===== config.mk =====
export PLATFORM = sky130hd
export DESIGN_NAME = wb_issue
export DESIGN_NICKNAME = d
export VERILOG_FILES = /design/src/rtl/wb_pkg.sv /design/src/rtl/wb_fifo.sv /design/src/rtl/wb_issue.sv
export SDC_FILE = /design/constraint.sdc
export NUM_CORES = 1
export LEC_CHECK = 0
export ABC_CLOCK_PERIOD_IN_PS = 4000
export BUFFER_PORTS_ARGS = -buffer_cell sky130_fd_sc_hd__buf_2
export CAP_MARGIN = 20
export CORE_UTILIZATION = 64
export DETAILED_ROUTE_END_ITERATION = 7
export PLACE_DENSITY = 0.95
export SETUP_SLACK_MARGIN = 0.4
export SKIP_CTS_REPAIR_TIMING = 1
export SLEW_MARGIN = 10
export SYNTH_ARGS = -nofsm -noshare
export SYNTH_HDL_FRONTEND = slang
export SYNTH_SLANG_ARGS = --single-unit

===== constraint.sdc =====
create_clock -name CLK -period 4 [get_ports CLK]
set_input_delay 0.8 -clock CLK [delete_from_list [all_inputs] [get_ports CLK]]
set_output_delay 0.8 -clock CLK [all_outputs]
set_load 0.01 [all_outputs]

===== src/rtl/wb_pkg.sv =====
// Shared types and default sizing for the writeback issue block.
package wb_pkg;

  localparam int XCNT_DEF  = 32;
  localparam int XLEN_DEF  = 32;
  localparam int DEPTH_DEF = 4;
  localparam int SEL_W_DEF = $clog2(XCNT_DEF);

  typedef enum logic {
    IDLE  = 1'b0,
    ISSUE = 1'b1
  } wb_state_t;

  typedef struct packed {
    logic [SEL_W_DEF-1:0] sel;
    logic [XLEN_DEF-1:0]  data;
  } wb_entry_t;

endpackage


===== src/rtl/wb_fifo.sv =====
// Result queue feeding the writeback issuer. Besides push/pop it can
// discard everything behind the head (the head may be mid-write) and
// exposes per-entry valid/sel so the issuer can answer hazard queries.
module wb_fifo
  import wb_pkg::*;
#(
  parameter int SEL_W  = SEL_W_DEF,
  parameter int DATA_W = XLEN_DEF,
  parameter int DEPTH  = DEPTH_DEF,
  localparam int PTR_W = $clog2(DEPTH),
  localparam int CNT_W = PTR_W + 1
) (
  input  logic                        CLK,
  input  logic                        RST,
  input  logic                        push,
  input  logic [SEL_W-1:0]            push_sel,
  input  logic [DATA_W-1:0]           push_data,
  input  logic                        pop,
  input  logic                        flush,
  input  logic                        keep_head,
  output logic                        full,
  output logic                        empty,
  output logic [CNT_W-1:0]            count,
  output logic [SEL_W-1:0]            head_sel,
  output logic [DATA_W-1:0]           head_data,
  output logic [SEL_W-1:0]            next_sel,
  output logic [DATA_W-1:0]           next_data,
  output logic [DEPTH-1:0]            entry_valid,
  output logic [DEPTH-1:0][SEL_W-1:0] entry_sel
);

  logic [SEL_W-1:0]  sel_mem  [DEPTH];
  logic [DATA_W-1:0] data_mem [DEPTH];
  logic [PTR_W-1:0]  rd_ptr;
  logic [PTR_W-1:0]  wr_ptr;

  // Storage needs no reset; only entries inside [rd_ptr, rd_ptr+count) are ever used.
  always_ff @(posedge CLK) begin
    if (push) begin
      sel_mem[wr_ptr]  <= push_sel;
      data_mem[wr_ptr] <= push_data;
    end
  end

  // Pointer and occupancy bookkeeping, including the keep-head discard.
  always_ff @(posedge CLK) begin
    if (RST) begin
      rd_ptr <= '0;
      wr_ptr <= '0;
      count  <= '0;
    end else if (flush) begin
      if (keep_head && !pop && (count != '0)) begin
        wr_ptr <= rd_ptr + PTR_W'(1);
        count  <= CNT_W'(1);
      end else begin
        rd_ptr <= rd_ptr + PTR_W'(pop);
        wr_ptr <= rd_ptr + PTR_W'(pop);
        count  <= '0;
      end
    end else begin
      if (push) wr_ptr <= wr_ptr + PTR_W'(1);
      if (pop)  rd_ptr <= rd_ptr + PTR_W'(1);
      case ({push, pop})
        2'b10:   count <= count + CNT_W'(1);
        2'b01:   count <= count - CNT_W'(1);
        default: ;
      endcase
    end
  end

  assign full      = (count == CNT_W'(DEPTH));
  assign empty     = (count == '0);
  assign head_sel  = sel_mem[rd_ptr];
  assign head_data = data_mem[rd_ptr];
  assign next_sel  = sel_mem[rd_ptr + PTR_W'(1)];
  assign next_data = data_mem[rd_ptr + PTR_W'(1)];

  // An entry is live when its distance from the head is below the occupancy.
  for (genvar g = 0; g < DEPTH; g++) begin : g_entry
    assign entry_valid[g] = ({1'b0, PTR_W'(g) - rd_ptr} < count);
    assign entry_sel[g]   = sel_mem[g];
  end

endmodule


===== src/rtl/wb_issue.sv =====
// Writeback issuer: queues register-writing results, presents them one at a
// time to the writeback stage, reports pending-write hazards to decode and
// pulses a release when each write commits.
//
// state | meaning
// IDLE  | nothing presented; waits for a queued result
// ISSUE | queue head presented on WB_*, waiting for WB_VALID
module wb_issue
  import wb_pkg::*;
#(
  parameter int XCNT  = XCNT_DEF,
  parameter int XLEN  = XLEN_DEF,
  parameter int DEPTH = DEPTH_DEF,
  localparam int SEL_W = $clog2(XCNT),
  localparam int CNT_W = $clog2(DEPTH) + 1
) (
  input  logic             CLK,
  input  logic             RST,
  input  logic             RES_VALID,
  output logic             RES_READY,
  input  logic             RES_WE,
  input  logic [SEL_W-1:0] RES_SEL,
  input  logic [XLEN-1:0]  RES_DATA,
  input  logic             FLUSH,
  output logic             WB_ENABLED,
  output logic [SEL_W-1:0] WB_WRITE_SEL,
  output logic [XLEN-1:0]  WB_WRITE_DATA,
  input  logic             WB_VALID,
  input  logic [SEL_W-1:0] CHK_SEL1,
  input  logic [SEL_W-1:0] CHK_SEL2,
  output logic             CHK_BUSY1,
  output logic             CHK_BUSY2,
  output logic             RELEASE_HAZARD,
  output logic [SEL_W-1:0] RELEASE_SEL
);

  wb_state_t                  state;
  logic                       fifo_full;
  logic                       fifo_empty;
  logic [CNT_W-1:0]           fifo_count;
  logic [SEL_W-1:0]           head_sel;
  logic [XLEN-1:0]            head_data;
  logic [SEL_W-1:0]           next_sel;
  logic [XLEN-1:0]            next_data;
  logic [DEPTH-1:0]           entry_valid;
  logic [DEPTH-1:0][SEL_W-1:0] entry_sel;
  logic                       push_eff;
  logic                       pop;
  logic                       stay_issue;
  logic [SEL_W-1:0]           follow_sel;
  logic [XLEN-1:0]            follow_data;

  assign RES_READY = !fifo_full;

  // Results that write nothing (no WE or x0) are consumed but never queued.
  assign push_eff = RES_VALID && !fifo_full && RES_WE && (RES_SEL != '0) && !FLUSH;
  assign pop      = (state == ISSUE) && WB_VALID;

  // After a pop the next head is either the second entry or, if the queue
  // held only the head, the result arriving this very cycle.
  assign stay_issue  = !FLUSH && ((fifo_count > CNT_W'(1)) || push_eff);
  assign follow_sel  = (fifo_count > CNT_W'(1)) ? next_sel  : RES_SEL;
  assign follow_data = (fifo_count > CNT_W'(1)) ? next_data : RES_DATA;

  wb_fifo #(
    .SEL_W  (SEL_W),
    .DATA_W (XLEN),
    .DEPTH  (DEPTH)
  ) u_fifo (
    .CLK         (CLK),
    .RST         (RST),
    .push        (push_eff),
    .push_sel    (RES_SEL),
    .push_data   (RES_DATA),
    .pop         (pop),
    .flush       (FLUSH),
    .keep_head   (state == ISSUE),
    .full        (fifo_full),
    .empty       (fifo_empty),
    .count       (fifo_count),
    .head_sel    (head_sel),
    .head_data   (head_data),
    .next_sel    (next_sel),
    .next_data   (next_data),
    .entry_valid (entry_valid),
    .entry_sel   (entry_sel)
  );

  // Issue FSM with registered writeback and release outputs.
  always_ff @(posedge CLK) begin
    if (RST) begin
      state          <= IDLE;
      WB_ENABLED     <= 1'b0;
      WB_WRITE_SEL   <= '0;
      WB_WRITE_DATA  <= '0;
      RELEASE_HAZARD <= 1'b0;
      RELEASE_SEL    <= '0;
    end else begin
      RELEASE_HAZARD <= 1'b0;
      case (state)
        IDLE: begin
          // A flush in this cycle empties the queue, so there is nothing to issue.
          if (!fifo_empty && !FLUSH) begin
            state         <= ISSUE;
            WB_ENABLED    <= 1'b1;
            WB_WRITE_SEL  <= head_sel;
            WB_WRITE_DATA <= head_data;
          end
        end
        ISSUE: begin
          if (WB_VALID) begin
            RELEASE_HAZARD <= 1'b1;
            RELEASE_SEL    <= WB_WRITE_SEL;
            if (stay_issue) begin
              WB_WRITE_SEL  <= follow_sel;
              WB_WRITE_DATA <= follow_data;
            end else begin
              state      <= IDLE;
              WB_ENABLED <= 1'b0;
            end
          end
        end
        default: begin
          state      <= IDLE;
          WB_ENABLED <= 1'b0;
        end
      endcase
    end
  end

  // Hazard query: any live entry, including the one being written, blocks its register.
  always_comb begin
    CHK_BUSY1 = 1'b0;
    CHK_BUSY2 = 1'b0;
    for (int i = 0; i < DEPTH; i++) begin
      if (entry_valid[i] && (entry_sel[i] == CHK_SEL1)) CHK_BUSY1 = 1'b1;
      if (entry_valid[i] && (entry_sel[i] == CHK_SEL2)) CHK_BUSY2 = 1'b1;
    end
    if (CHK_SEL1 == '0) CHK_BUSY1 = 1'b0;
    if (CHK_SEL2 == '0) CHK_BUSY2 = 1'b0;
  end

endmodule


Yosys cells after proc, flatten, opt, wreduce, memory -nomap -nowiden:

Memory sizes are Yosys's and may differ from the RTL's. A register that Yosys moved wholly into a read port is not among the register bits.
Cells that the tools add are included.

* add/subtract/negate cells: 9
* multiply operators: 0
* div/mod/pow operators: 0
* order comparisons: 5
* equality and inequality tests: 16
* shift-type cells: 0
* muxes and demuxes: 44
* bitwise gates (word level): 1
* reductions and logical operators: 35

Operators with widths (number)
* $mux 32: 4
* $pmux 32 s2: 1
* $eq 5x5->1: 8
* $mux 1: 20
* $mux 2: 10
* $mux 5: 4
* $logic_and 1x1->1: 17
* $lt 2x3->1: 4
* $logic_not 5->1: 2
* $pmux 5 s2: 1
* $ne 2x2->1 const B: 4
* $pmux 3 s2: 1
* $reduce_and 3->1: 2
* $reduce_bool 3->1: 2
* $reduce_bool 5->1: 1
* $add 2x1->2 const B: 2
* $logic_not 1->1: 4
* $pmux 1 s2: 2
* $reduce_and 2->1: 2
* $reduce_bool 2->1: 2
* $sub 1x2->2 const A: 2
* $sub 2x2->2 const A: 2
* $add 3x1->3 const B: 1
* $eq 3x3->1 const B: 1
* other kinds (11): 11

* flip-flop bits (word level): 52
* latch bits: 0
* bits in writable memories: 148
* bits in read-only memories: 0
* bits of input ports: 53
* output and inout port bits: 47
* memories: 2

Memories
* u_fifo.data_mem: words 4, width 32, rd ports 2, clocked after Yosys merged registers in 1, write ports 1, line wb_fifo.sv:33 `logic [DATA_W-1:0] data_mem [DEPTH];`
* u_fifo.sel_mem: words 4, width 5, rd ports 6, clocked after Yosys merged registers in 1, write ports 1, line wb_fifo.sv:32 `logic [SEL_W-1:0] sel_mem [DEPTH];`

Depth between registers and ports, before layout:

* depth after elaboration: 11
* mapped depth: 9
* mapped depth without buffers: 7

Hierarchy:

Synthesis repeated with hierarchy kept, for this count alone.

* cells, all modules: 725
* area total of the unflattened synthesis: 9868.2 µm²

Modules (own cells, without submodules)
* wb_fifo: instances 1, cells an instance 320, area an instance 6977.9 µm²
* wb_issue: instances 1, cells an instance 405, area an instance 2890.3 µm²

Worst setup path after synthesis:

Ideal clock, no wire load.

* kind: reg-to-reg
* start: reg u_fifo.count[0]
* end: mem u_fifo.data_mem[0][0] (netlist bit) (enable)
* setup time: 398 ps
* data arrival time: 2301 ps
* data required time: 3602 ps
* path slack: 1301 ps
* stages on the path, launching flop included: 8
* path buffers: 0
* period minus slack after synthesis: 2699 ps
* cell sequence: dfxtp_1 -> inv_1 -> ha_1 -> nand2_1 -> and3_1 -> nand2_1 -> nor2_1 -> and2_1

* word-level cells in the longest chain between the ends: 8

Ends and longest elaborated chain
* from (decl): line wb_fifo.sv:23 `output logic [CNT_W-1:0] count,`
* from (signal assigned): line wb_fifo.sv:64 `2'b10: count <= count + CNT_W'(1);`
* from (signal assigned): line wb_fifo.sv:65 `2'b01: count <= count - CNT_W'(1);`
* $eq 3x3->1: line wb_fifo.sv:71 `assign full = (count == CNT_W'(DEPTH));`
* $logic_not 1->1
* via RES_READY: line wb_issue.sv:20 `output logic RES_READY,`
* $logic_and 1x1->1 (4 in series): line wb_issue.sv:56 `assign push_eff = RES_VALID && !fifo_full && RES_WE && (RES_SEL != '0) && !FLUSH;`
* $mux 1: line wb_fifo.sv:39 `if (push) begin`
* $mux 1 (not written as such): line wb_fifo.sv:41 `data_mem[wr_ptr] <= push_data;`
* to (decl): line wb_fifo.sv:33

The timed path passes the listed nets, and every way through them passes these cells.

Final worst setup path:

* start: reg u_fifo.rd_ptr[0]
* end: out CHK_BUSY1

* word-level cells in the longest chain between the ends: 8
* elaborated cells on any way between the ends: 17

Ends and longest elaborated chain
* from (decl): line wb_fifo.sv:34 `logic [PTR_W-1:0] rd_ptr;`
* from (signal assigned): line wb_fifo.sv:56 `rd_ptr <= rd_ptr + PTR_W'(pop);`
* from (signal assigned): line wb_fifo.sv:62 `if (pop) rd_ptr <= rd_ptr + PTR_W'(1);`
* $sub 1x2->2: line wb_fifo.sv:80 `assign entry_valid[g] = ({1'b0, PTR_W'(g) - rd_ptr} < count);`
* $lt 2x3->1: line wb_fifo.sv:80
* $logic_and 1x1->1: line wb_issue.sv:136 `if (entry_valid[i] && (entry_sel[i] == CHK_SEL1)) CHK_BUSY1 = 1'b1;`
* $mux 1 (3 in series): line wb_issue.sv:136
* $mux 1 (*): line wb_issue.sv:136
* $mux 1 (*): line wb_issue.sv:139 `if (CHK_SEL1 == '0) CHK_BUSY1 = 1'b0;`
* to (decl): line wb_issue.sv:31 `output logic CHK_BUSY1,`

Mark *: on every way between the ends. The rest lies on a longest branch, timed or not.

==> metrics <==
status completed; Avg Vias per Cell 7.272; clock share of power 42.6%; share of post-route cells with drive strength above 1 30.57%; CP endpoint kind output pin; grt total ovfl 0; number of global-route vias before repair 6909; IO buf count 99; nets@finish 789; pre-CTS WS 541.0 ps; synthesized instance count 649; Initial DRT Pass Iterations 5; NetSw 1.003 mW; Initial Util 65.99%; clock buffer count from CTS 21; Seq/Total Area, Yosys 57.39%; setup TNS 0 ps; final hold violations 0; Power Density 420.8 nW/µm²; Tot GR Track Use 33.22%; sw frac 21.93%; synth unique cells 48; final wirelength 25280 µm; Placer Congestion 0.8390; Final Worst Setup Slack 655.1 ps; first-pass GRT wire length 39250 µm; worst path required time 3200 ps; part of the power in combinational logic 6.7%; Clk Latency, worst-skew pair 500 ps; final instance area 10870 µm²; DR vias 6690; Synth Flop Type edfxtp_1; post-route ant nets 0; Worst VDD drop 0.4290 mV; Tcrit/Tclk final 83.62%; CTS root buf clkbuf_16; post-route minimum period 3345 ps; WHS 467.1 ps; Post-synth EDFFs 148; H-tree Lvls 1; FILL cells 819; clk slew on worst S/H paths 60 ps; Reg power frac 50.7%; Critical Path AT 2540 ps; final setup violation count 0; Max Freq 299.0 MHz; die area 15540 µm²; CTS tree yes; Yosys reg bits 202; worst slew pin tran 1125 ps; crit-path max FO 45; Synthesized Nets 715; worst min path class reg2reg; synthesized area 9628 µm²; initial drt markers 831; area added between synthesis and finish 12.88%; Pins Over Slew Limit 0; Async SR Flop Fraction 0%; DIE HEIGHT 124.7 µm; largest net degree at the start of global routing 53; core area 14590 µm²; Ports 100; Worst setup SP type register; initial antenna violation count 0; clock skew 22.61 ps; RSZ-0062 raised after global routing false; Clock Path Buffers 3; Rel. slew slack 25.02%; row count 44; wire per inst 27.48 µm; Leak 3.582 nW; Sink Count 202; number of max-cap violations 0; Diodes inserted 0; Post-DP Area 10180 µm²; Yosys warning total 0; die width 124.7 µm; # DRC 0; syn avg cell area 14.84 µm²; Internal Pwr Total 3.570 mW; WS Path Type reg2out; DP Wirelength 15230 µm
==> synth_stat cells (2+ instances only) <==
| library cell | instances | area share (%) |
|---|---|---|
| a31oi_1 | 2 | 0.13 |
| buf_4 | 10 | 0.78 |
| nor3_1 | 6 | 0.31 |
| nand2_1 | 16 | 0.62 |
| and2_1 | 5 | 0.32 |
| xnor2_1 | 25 | 2.3 |
| nor2_1 | 44 | 1.7 |
| xor2_1 | 20 | 1.8 |
| nand3_1 | 4 | 0.21 |
| o2111ai_1 | 4 | 0.36 |
| o31ai_1 | 4 | 0.31 |
| a311oi_1 | 2 | 0.18 |
| clkbuf_1 | 24 | 0.94 |
| a21oi_1 | 12 | 0.62 |
| ha_1 | 13 | 1.7 |
| or4_1 | 2 | 0.16 |
| nand4_1 | 5 | 0.32 |
| mux4_2 | 74 | 17 |
| buf_1 | 5 | 0.19 |
| buf_2 | 15 | 0.78 |
| o21bai_1 | 3 | 0.23 |
| inv_1 | 10 | 0.39 |
| a21o_1 | 2 | 0.16 |
| o21ai_0 | 38 | 2.0 |
| a211oi_1 | 42 | 3.3 |
| dfxtp_1 | 54 | 11 |
| nor2b_1 | 2 | 0.13 |
| o22a_1 | 39 | 3.5 |
| edfxtp_1 | 148 | 46 |
==> cells in the final DEF (no fill, tap or decap), types with 13 or more instances in the layout <==
cell type,count
edfxtp_1,148
buf_2,99
mux4_2,74
dfxtp_1,49
nor2_1,44
a211oi_1,42
o22a_1,39
o21ai_0,38
xnor2_1,25
clkbuf_16,21
xor2_1,20
nand2_1,16
ha_1,13
==> flip-flops by register name, indices dropped and copies added (netlist names), named ones only <==
name and count:
u_fifo.rd_ptr 2, WB_WRITE_SEL 5, u_fifo.sel_mem 20, RELEASE_HAZARD 1
u_fifo.count 3, u_fifo.data_mem 128, WB_ENABLED 1, state 1
u_fifo.wr_ptr 2, WB_WRITE_DATA 32, RELEASE_SEL 5
==> worst max-delay path, cell delays in order, from the launching register on <==
cell	delay [ps]
dfxtp_2	330
buf_4	670
a21boi_0	240
o21bai_1	300
nand4_1	140
o31ai_1	100
o22a_1	160
buf_2	120
==> final timing paths <==
check | cells past startpoint | start | to | slack, ps
worst min register to register | 2 | RELEASE_SEL[4] | RELEASE_SEL[4] | 470
worst max register to register | 9 | u_fifo.count[0] | WB_WRITE_DATA[0] | 970
worst min-delay path | 2 | RELEASE_SEL[4] | RELEASE_SEL[4] | 470
worst max-delay path | 7 | u_fifo.rd_ptr[0] | CHK_BUSY1 | 660
==> metal layers <==
metal / vias up / global-route usage (%) / part of all wire [%]
met5: - / 0 / 0
met4: 0 / 15.17 / 3.6
met3: 91 / 4.682 / 8.7
met2: 524 / 56.39 / 51
met1: 3338 / 42.69 / 36
li1: 2737 / - / -
==> cell families after synthesis <==
kind of cell               synth area share [%]
muxes                                     17.53
adders and majority gates                 1.793
AOI/OAI and AO/OA                         11.57
buffers and inverters                     3.275
xor gates and xnor gates                  4.094
and+or+nand+nor                           4.354
DFF                                       57.39
==> stage by stage <==
stage / instances / utilization (%) / power (mW)
after global placement: 882 / 69.57 / 2.635
final: 920 / 74.49 / 4.573
after floorplan: 649 / - / 2.533
after detailed placement: 883 / 69.76 / 2.656
after CTS: 919 / 74.39 / 4.574
after global routing: 920 / 74.49 / 4.694
==> power by group through the flow <==
| stage | registers (mW) | logic [mW] | clock network, mW |
|---|---|---|---|
| floorplan | 2.36 | 0.170 | 0 |
| global placement | 2.36 | 0.280 | 0 |
| detailed placement | 2.36 | 0.295 | 0 |
| CTS | 2.32 | 0.301 | 1.95 |
| global route | 2.32 | 0.325 | 2.05 |
| finish | 2.32 | 0.305 | 1.95 |
==> final cells by class <==
| type | instances | area (µm²) | area share (%) |
|---|---|---|---|
| Timing Repair Buffer | 107 | 583.1 | 5.365 |
| Inverter | 10 | 37.54 | 0.3454 |
| Multi-Input combinational cell | 381 | 3810 | 35.06 |
| Tap cell | 184 | 230.2 | 2.118 |
| Sequential cell | 202 | 5532 | 50.90 |
| Clock buffer | 26 | 544.3 | 5.008 |
| Clock inverter | 10 | 131.4 | 1.209 |
(Power assumes the default switching activity.)
